`src/rtl/picorv32_mem_arbiter.sv`:
```
// Two-requester arbiter in front of a single PicoRV32 native memory port.
// Registers the winning request, holds it until s_ready, then spends one DRAIN cycle.
module picorv32_mem_arbiter #(
  parameter int unsigned FIXED_PRIO = 0
) (
  input  logic        clk,
  input  logic        reset,

  input  logic        m0_valid,
  input  logic        m0_instr,
  input  logic [31:0] m0_addr,
  input  logic [31:0] m0_wdata,
  input  logic [3:0]  m0_wstrb,
  output logic        m0_ready,
  output logic [31:0] m0_rdata,

  input  logic        m1_valid,
  input  logic        m1_instr,
  input  logic [31:0] m1_addr,
  input  logic [31:0] m1_wdata,
  input  logic [3:0]  m1_wstrb,
  output logic        m1_ready,
  output logic [31:0] m1_rdata,

  output logic        s_valid,
  output logic        s_instr,
  output logic [31:0] s_addr,
  output logic [31:0] s_wdata,
  output logic [3:0]  s_wstrb,
  input  logic        s_ready,
  input  logic [31:0] s_rdata,

  output logic        busy,
  output logic        owner,
  output logic [1:0]  dbg_state
);

  // Handshake: a requester holds mN_valid and its fields stable until it sees
  // mN_ready for one cycle; downstream, s_* are held stable while s_valid=1
  // until s_ready=1, which completes the transfer in that same cycle.

  typedef enum logic [1:0] {
    IDLE  = 2'd0,
    BUSY  = 2'd1,
    DRAIN = 2'd2
  } state_t;

  state_t      state_q, state_d;
  logic        s_valid_q, s_valid_d;
  logic        s_instr_q, s_instr_d;
  logic [31:0] s_addr_q, s_addr_d;
  logic [31:0] s_wdata_q, s_wdata_d;
  logic [3:0]  s_wstrb_q, s_wstrb_d;
  logic        owner_q, owner_d;
  logic        pref_m1_q, pref_m1_d;
  logic        grant_m1;

  always_comb begin
    if (FIXED_PRIO != 0) begin
      grant_m1 = !m0_valid;
    end else begin
      grant_m1 = m1_valid && (!m0_valid || pref_m1_q);
    end
  end

  always_comb begin
    state_d   = state_q;
    s_valid_d = s_valid_q;
    s_instr_d = s_instr_q;
    s_addr_d  = s_addr_q;
    s_wdata_d = s_wdata_q;
    s_wstrb_d = s_wstrb_q;
    owner_d   = owner_q;
    pref_m1_d = pref_m1_q;
    case (state_q)
      IDLE: begin
        if (m0_valid || m1_valid) begin
          state_d   = BUSY;
          s_valid_d = 1'b1;
          owner_d   = grant_m1;
          s_instr_d = grant_m1 ? m1_instr : m0_instr;
          s_addr_d  = grant_m1 ? m1_addr  : m0_addr;
          s_wdata_d = grant_m1 ? m1_wdata : m0_wdata;
          s_wstrb_d = grant_m1 ? m1_wstrb : m0_wstrb;
        end
      end
      BUSY: begin
        if (s_ready) begin
          state_d   = DRAIN;
          s_valid_d = 1'b0;
          pref_m1_d = !owner_q;
        end
      end
      // The served requester still shows valid here; ignore everything.
      DRAIN:   state_d = IDLE;
      default: state_d = IDLE;
    endcase
  end

  always_ff @(posedge clk) begin
    if (reset) begin
      state_q   <= IDLE;
      s_valid_q <= 1'b0;
      s_instr_q <= 1'b0;
      s_addr_q  <= 32'd0;
      s_wdata_q <= 32'd0;
      s_wstrb_q <= 4'd0;
      owner_q   <= 1'b0;
      pref_m1_q <= 1'b0;
    end else begin
      state_q   <= state_d;
      s_valid_q <= s_valid_d;
      s_instr_q <= s_instr_d;
      s_addr_q  <= s_addr_d;
      s_wdata_q <= s_wdata_d;
      s_wstrb_q <= s_wstrb_d;
      owner_q   <= owner_d;
      pref_m1_q <= pref_m1_d;
    end
  end

  // A completion coinciding with reset is dropped: the transfer is being abandoned.
  assign m0_ready  = s_ready && (state_q == BUSY) && !owner_q && !reset;
  assign m1_ready  = s_ready && (state_q == BUSY) &&  owner_q && !reset;
  assign m0_rdata  = s_rdata;
  assign m1_rdata  = s_rdata;

  assign s_valid   = s_valid_q;
  assign s_instr   = s_instr_q;
  assign s_addr    = s_addr_q;
  assign s_wdata   = s_wdata_q;
  assign s_wstrb   = s_wstrb_q;
  assign owner     = owner_q;
  assign busy      = (state_q != IDLE);
  assign dbg_state = state_q;

endmodule

```
`config.mk`:
```
export PLATFORM = sky130hd
export DESIGN_NAME = picorv32_mem_arbiter
export DESIGN_NICKNAME = d
export VERILOG_FILES = /design/src/rtl/picorv32_mem_arbiter.sv
export SDC_FILE = /design/constraint.sdc
export NUM_CORES = 1
export LEC_CHECK = 0
export BUFFER_PORTS_ARGS = -buffer_cell sky130_fd_sc_hd__buf_2
export CORE_AREA = 3 3 120 122
export DETAILED_ROUTE_END_ITERATION = 10
export DIE_AREA = 0 0 123 125
export GPL_TIMING_DRIVEN = 0
export PLACE_DENSITY_LB_ADDON = 0.15
export SYNTH_ARGS = -nofsm -noshare
export SYNTH_HDL_FRONTEND = slang
export SYNTH_SLANG_ARGS = --single-unit
```
`constraint.sdc`:
```
create_clock -name clk -period 3.2 [get_ports clk]
set_input_delay 0.32 -clock clk [delete_from_list [all_inputs] [get_ports clk]]
set_output_delay 0.32 -clock clk [all_outputs]
set_load 0.1 [all_outputs]
```
# [After elaboration in Yosys (flattened, before gate mapping)]
# Cells that the tools add are included.
[op_classes] n_mux=10 n_reduce_logical=18 n_eq_ne=3
[ops] op="$mux 32" n=2
[ops] op="$logic_and 1x1->1" n=6
[ops] op="$reduce_and 2->1" n=3
[ops] op="$mux 2" n=2
[ops] op="$mux 4" n=1
[ops] op="$ne 2x2->1 const B" n=2
[ops] op="$pmux 2 s2" n=1
[ops] op="$reduce_bool 2->1" n=2
[ops] op="$logic_not 1->1" n=3
[ops] op="$mux 1" n=3
[ops] op="$reduce_and 3->1" n=1
[ops] op="$eq 2x1->1 const B" n=1
[ops] op="$logic_not 2->1" n=1
[ops] op="$logic_or 1x1->1" n=2
[ops] op="$pmux 1 s2" n=1
[word_totals] out_inout_bits=140 reg_bits=74 in_bits=175 elab_cells=39

# [Logic depth before layout (Yosys ltp)]
# Gate-level depths: netlist of the first run.
[logic_depth] word_depth=4 depth_mapped=6

# [Worst setup path after synthesis of the first run]
# OpenSTA, ideal clock, no wires.
[synth_path] path_type="register to output" from="register state_q[0], in the netlist dbg_state[0]" to="output m0_ready" path_slack_ns=-0.500 arrival_time_ns=3.380 stages_incl_launch_ff=3 required_ns=2.880 n_path_buf=0 cell_sequence="dfxtp_1 > nand3b_1 > nor3_1"
[synth_via] elab_chain_cells=4
[synth_lines] item="start: declaration" line="48" rtl="state_t state_q, state_d;"
[synth_lines] item="start signal: assignment" line="111" rtl="state_q <= state_d;"
[synth_lines] item="$eq 2x1->1" line="123" rtl="assign m0_ready = s_ready && (state_q == BUSY) && !owner_q && !reset;"
[synth_lines] item="$logic_and 1x1->1 (3 in a row)" line="123"
[synth_lines] item="end: declaration" line="14" rtl="output logic m0_ready,"
# Every way passes these cells.

# [Worst setup path after layout of the first run]
[layout_path] from="register state_q[0], in the netlist dbg_state[0]" to="output m1_ready"
[layout_via] elab_chain_cells=4
[layout_lines] item="$eq 2x1->1" line="124" rtl="assign m1_ready = s_ready && (state_q == BUSY) && owner_q && !reset;"
[layout_lines] item="$logic_and 1x1->1 (3 in a row)" line="124"
[layout_lines] item="end: declaration" line="22" rtl="output logic m1_ready,"
# Every way passes these cells.

==> results.md, run 1 <==
* Status: finished, final reports clean
* Post-synth EDFFs at 0
* Starting Density at 0.313
* Design area at 6070 sq um
* Final core utilization at 0.457
* Max Freq at 0.480 GHz
* Max-cap violations at 0
* Crit-path max cell delay at 0.43 ns
* # port buffers at 280
* Reg-to-reg startpoint: dbg_state[1]$_SDFFE_PP0P_
* Post-CTS Setup Repair Bufs at 0
* Clock Skew at 0.00716 ns
* CTS tree: built
* Clk sink count at 74
* CP max stage cell: buf_2
* CP Launch Type: flop
* CP Cell Sequence: nand3b_1, nor2_1, and2_1, buf_2
* Min Tclk post-route at ~2.1 ns
* Final TNS setup at 0 ns
* Max-slew violations at 0
* Post-route DRC at 0
* Htree depth at 3
* Worst path required time at 2.88 ns
* CTS Buffer Depth at 2
* Final nets at 963
* Final WL at 17300 microns
* Hold depth at 3
* Die W at between 100 and 150 microns
* Area of the mapped netlist at 4160 sq um
* Final setup violation count at 0
* Iter 0 DRT Violations at 305
* CP Capture Type: primary output
* Core box area at roughly 13000 sq um
* Dominant synthesized flop cell: dfxtp_1
* Critical path launch point: dbg_state[0]$_SDFFE_PP0P_
* PwrDens at around 650 nW/um^2
* Drt via density at 5.09
* Syn avg cell area at roughly 8.4 sq um
* Least-Margin Pin Slew at 0.730 ns
* CTS buffer count at 9
* Largest net degree at the start of global routing at 12
* Hold Slack at 0.269 ns
* CP arrival at 1.77 ns
* Mapped Nets at 672
* Row cnt at 42
* Share of layout cells above drive strength 1 at 0.524
* Worst-skew pair later-pin latency at 0.33 ns
* Routed Antenna Nets at 0
* GRT Total Usage at 0.209
* Avg WL per Cell at between 15 and 20 microns
* Placed cell area at 5780 sq um
* GRT Residual Overflow at 0
* Post-CTS Resized at 0
* CTS Root Buffer Type: clkbuf_16
* Die area at 15400 sq um
* Sequential-to-total area share from yosys stat at 0.356
* Async SR Flop Fraction at 0
* Peak VDD IR at roughly 0.00027 V
* DR pass1 iterations at 6
* Vias at 4942
* PnR worst setup slack at 1.11 ns
* R2r worst-path depth at 6
* Post-synthesis cell count at about 500
* Initial antenna violation count at 2
* Area Growth Syn to Fin at 46.1%
* Lkg Pwr at 0.00285 uW
* Die Y at 125 microns
* Hold-fix buffers at CTS at 0
* RSZ-0062 raised after global routing: no
* Top Ports at 315
* Yosys reg bits at 74
* Netlist cell types at 23
* Final HPWL DP at 13200 microns
* Worst hold-check path type: input pin to flop
* Vias in the first global route at around 4.7k
* Dpl ws at 1.33 ns
* Crit-path max FO at 5
* Crit path kind: flop to primary output
* GPL Wtd Cong at 0.800
* Synthesis Warnings at 0
* Reg clk slew, reported paths at approximately 0.06 ns
* Endpoints failing hold at 0
* Fin crit share at 0.652
* First-pass GRT wire length at ~25000 microns
* Max transition margin at 0.513
* Hold Crit Start: m0_addr[6]
-- cell families after synthesis --
kind of cell / Yosys count / share of synthesized area
flops: 74 / 0.356
compound gates: 212 / 0.331
buf+inv: 126 / 0.203
simple gates: 85 / 0.110
-- critical path: cells and delay by family, from the launching register on --
family,cells,cell delay (ns)
DFF,1,0.41
and+or+nand+nor,3,0.59
buffers and inverters,1,0.43
-- report_power, final --
part	leakage [uW]	internal (uW)	total [uW]	switching [uW]
Clock	0.000142	618	998	379
Sequential	0.000615	1030	1090	59.2
Combinational	0.00209	379	1860	1490
Total	0.00285	2030	3950	1920
-- layout by cell type, fill, tap and decap left out --
master,instances
buf_2,306
dfxtp_1,74
a21oi_1,73
nand3_1,70
buf_4,66
o21ai_0,61
a311oi_1,60
clkbuf_1,22
buf_6,12
o21ai_1,9
a311oi_2,9
clkbuf_16,9
nor2_4,3
nand2_1,3
diode_2,2
inv_2,2
clkinv_2,2
nand3b_1,1
nor3_2,1
nor2_1,1
and2_1,1
and2b_4,1
nand2b_1,1
or2_1,1
or3b_2,1
or2_2,1
bufinv_16,1
clkbuf_8,1
-- registers in the layout (all words and copies together), names as in the netlist --
signal / cells
s_wstrb: 4
s_valid: 1
owner: 1
dbg_state: 2
s_addr: 32
s_wdata: 32
pref_m1_q: 1
s_instr: 1
-- through the flow --
step,std cells,power [uW]
floorplan,497,2620
global placement,953,2970
detailed placement,953,2980
CTS,968,3980
global route,970,4110
finish,970,3950
-- area by class of cell --
cell class / count / area, sq um
tap: 176 / 220
inverter: 2 / 7.51
clock buffer: 12 / 246
multi-input combinational: 297 / 1840
clock inverter: 3 / 40.0
buffer: 124 / 836
timing repair buffer: 280 / 1400
antenna: 2 / 5.00
fill: 1394 / 7220
sequential: 74 / 1480
-- path summary, 6_finish.rpt --
| kind | slack (ns) | to |
|---|---|---|
| max | 1.11 | m1_ready |
| min | 0.27 | s_addr[6]$_SDFFE_PP0P_ |
| max reg2reg | 1.58 | s_addr[1]$_SDFFE_PP0P_ |
| min reg2reg | 0.46 | s_valid$_SDFFE_PP0P_ |
-- synth_stat cells (2+ instances only) --
cell	number	area, sq um
o21ai_1	9	45.0
nand2_1	3	11.3
dfxtp_1	74	1480
buf_2	26	130
buf_4	66	495
nand3_1	70	350
nor2_4	3	33.8
inv_2	2	7.51
o21ai_0	61	305
clkbuf_1	20	75.1
a311oi_1	60	526
buf_6	12	135
a311oi_2	9	135
a21oi_1	73	365
-- per-layer routing --
| layer | wire (microns) | vias up | track usage |
|---|---|---|---|
| li1 | - | 2402 | - |
| met1 | 6920 | 2294 | 0.252 |
| met2 | 8760 | 229 | 0.368 |
| met3 | 1360 | 17 | 0.0425 |
| met4 | 266 | 0 | 0.0671 |
| met5 | 0 | - | 0 |
Note: power is estimated with default switching activity, not from simulation.
==> inputs of run 2 (changes only) <==
--- a/config.mk
+++ b/config.mk
@@ -5,6 +5,7 @@
 export SDC_FILE = /design/constraint.sdc
 export NUM_CORES = 1
 export LEC_CHECK = 0
+export ABC_AREA = 1
 export BUFFER_PORTS_ARGS = -buffer_cell sky130_fd_sc_hd__buf_2
 export CORE_AREA = 3 3 120 122
 export DETAILED_ROUTE_END_ITERATION = 10
==> constraint.sdc (replaced) <==
create_clock -name clk -period 1.8 [get_ports clk]
set_input_delay 0.18 -clock clk [delete_from_list [all_inputs] [get_ports clk]]
set_output_delay 0.18 -clock clk [all_outputs]
set_load 0.1 [all_outputs]
==> results.md, run 2 <==
* Status: finished, final reports clean
* Final setup violation count at 0 (unchanged)
* Synth Area in Compound Gates at 0.0834 (-0.248)
* Critical path launch point: dbg_state[0]$_SDFFE_PP0P_
* Endpoints failing hold at 0 (unchanged)
* Die area at 15400 sq um (unchanged)
* # port buffers at 280 (unchanged)
* Die W at 123 microns (unchanged)
* Area of the mapped netlist at 4380 sq um (+5.4%)
* Yosys reg bits at 74 (unchanged)
* Post-synthesis cell count at 695 (+40%)
* Clk sink count at 74 (unchanged)
* Fin crit share at 0.942
* Post-synth top area cell: dfxtp_1
* Synthesis Warnings at 0 (unchanged)
* Leading cell types by count after synthesis: nand2_1 (145), inv_1 (144), nand3_1 (140), dfxtp_1 (74), a21oi_1 (73)
* Cell mode on critical path: nor2_4
* Top delay family on crit path: buffers and inverters
* Most common cell after layout, fill and taps aside: buf_2
* Htree depth at 3 (unchanged)
* Crit-path max cell delay at 0.43 ns (about the same)
* Reg-to-reg startpoint: pref_m1_q$_SDFFE_PP0N_
* Initial antenna violation count at 0 (-2)
* Avg WL per Cell at 12.8 microns (-28%)
* Min Tclk post-route at 1.69 ns
* Most frequent cells in the layout: buf_2 (297), inv_1 (143), nand2_1 (143)
* Synth Area in XOR/XNOR at 0 (unchanged)
* Largest family of logic cells by synthesized area: simple AND/OR/NAND/NOR gates
* Starting Density at 0.330 (+0.0170)
* Post-CTS Resized at 0 (unchanged)
* CP Capture Type: primary output
* Ranking of synthesized cells by area: dfxtp_1 (34%), nand3_1 (16%), nand2_1 (12%), inv_1 (12%), buf_4 (12%)
* Hold Crit Start: m0_addr[12]
* RSZ-0062 raised after global routing: no
* CP max stage cell: buf_2
* First-pass GRT wire length at 23000 microns (-9.7%)
* Top Ports at 315 (unchanged)
* Sequential-to-total area share from yosys stat at 0.338 (-0.0184)
* Max-cap violations at 0 (unchanged)
* Most common cell in the netlist: nand2_1
* Synth Area in Adders at 0 (unchanged)
* Worst hold-check path type: input pin to flop
* Reg clk slew, reported paths at 0.05 ns (about the same)
* Area Growth Syn to Fin at 43.8%
* Hold-fix buffers at CTS at 0 (unchanged)
* Ant diodes at 0 (-2)
* Peak VDD IR at 0.000560 V (+110%)
* Least-Margin Pin Slew at 0.591 ns (-0.139 ns)
* GRT Total Usage at 0.188 (-0.0211)
* Clock Skew at 0.00263 ns (-0.00454 ns)
* Final nets at 1161 (+21%)
* Post-synthesis mux area share at 0 (unchanged)
* Crit-path max FO at 3 (-2)
* Post-Synth Simple-Gate Area at 0.297 (+0.187)
* DR pass1 iterations at 4 (-2)
* Row cnt at 42 (unchanged)
* Placed cell area at 6040 sq um (+4.5%)
* Routed Antenna Nets at 0 (unchanged)
* Drt via density at 4.32 (-15%)
* Async SR Flop Fraction at 0 (unchanged)
* Worst path required time at 1.62 ns (-1.26 ns)
* Mapped Nets at 870 (+29%)
* Post-CTS Setup Repair Bufs at 0 (unchanged)
* Lkg Pwr at 0.00383 uW (+35%)
* PwrDens at 1090 nW/um^2 (+67%)
* CP Launch Type: flop
* Iter 0 DRT Violations at 196 (-36%)
* Post-route DRC at 0 (unchanged)
* Max Freq at 0.590 GHz
* GPL Wtd Cong at 0.807 (+0.79%)
* Post-synth EDFFs at 0 (unchanged)
* Design area at 6300 sq um (+3.8%)
* Share of layout cells above drive strength 1 at 0.398 (-0.126)
* Dominant synthesized flop cell: dfxtp_1
* Vias at 5023 (+1.6%)
* CTS Root Buffer Type: clkbuf_16
* Final WL at 14900 microns (-14%)
* GRT Residual Overflow at 0 (unchanged)
* CTS Buffer Depth at 2 (unchanged)
* Die Y at 125 microns (unchanged)
* Largest net degree at the start of global routing at 11 (-1)
* CTS buffer count at 9 (unchanged)
* Worst-skew pair later-pin latency at 0.34 ns (about the same)
* Netlist cell types at 16 (-30%)
* Max-slew violations at 0 (unchanged)
* Final TNS setup at 0 ns (unchanged)
* Crit path kind: flop to primary output
* FILL cells at 1478 (+6.0%)
* Syn avg cell area at 6.31 sq um (-25%)
* CP arrival at 1.51 ns (-0.26 ns)
* Post-synth top area share at 0.338 (-0.0184)
* Core box area at 13300 sq um (unchanged)
* Final HPWL DP at 11800 microns (-10%)
* Max transition margin at 0.606 (+0.0927)
* CP Cell Sequence: inv_2, nor2_4, nand3_1, nor2_4, buf_2
* Buf/Inv on CP at 2 (+1)
* Vias in the first global route at 4822 (+1.7%)
* CTS tree: built
## run 2: layer usage
layer	global-route usage	wire, microns
met5	0	0
met4	0.0541	180
met3	0.0727	1710
met2	0.330	7240
met1	0.209	5760
## run 2: path summary, 6_finish.rpt
path                              to  slack, ns  depth (start not counted)
min reg2reg     s_valid$_SDFFE_PP0P_       0.46                          2
max                         m0_ready       0.11                          5
max reg2reg   s_addr[2]$_SDFFE_PP0P_       0.31                          9
min          s_addr[12]$_SDFFE_PP0P_       0.12                          5
## run 2: cells by family after synthesis
kind of cell / count (synthesis)
DFF: 74
and+or+nand+nor: 295
AOI/OAI and AO/OA: 73
buffers and inverters: 253
## run 2: stage by stage
step	std cells	hold slack, ns	setup WS, ns	util	total power [uW]
2_1_floorplan	695	0.335	-0.0173	-	4680
3_3_place_gp	1151	0.450	0.281	0.454	5280
3_5_place_dp	1151	0.454	0.288	0.454	5290
4_1_cts	1164	0.109	0.0514	0.474	6950
5_1_grt	1164	0.133	0.0320	0.474	7210
6_report	1164	0.124	0.105	0.474	6870
## run 2: layout make-up
type | count | area, sq um | share of cell area
timing repair buffer | 280 | 1400 | 0.223
inverter | 145 | 544 | 0.0863
buffer | 108 | 691 | 0.110
sequential | 74 | 1490 | 0.236
multi-input combinational | 368 | 1700 | 0.269
clock buffer | 13 | 260 | 0.0413
tap | 176 | 220 | 0.0349
## run 2: tightest hold or removal path: stages
cell and delay [ns]:
buf_2 0.07, nand2_1 0.04, nand3_1 0.06, nand2_1 0.04, inv_1 0.04
## run 2: where the power goes
group	internal (uW)	total (uW)	switching, uW
sequential	1830	1920	85.8
clock	985	1630	642
combinational	659	3320	2670
total	3480	6870	3390
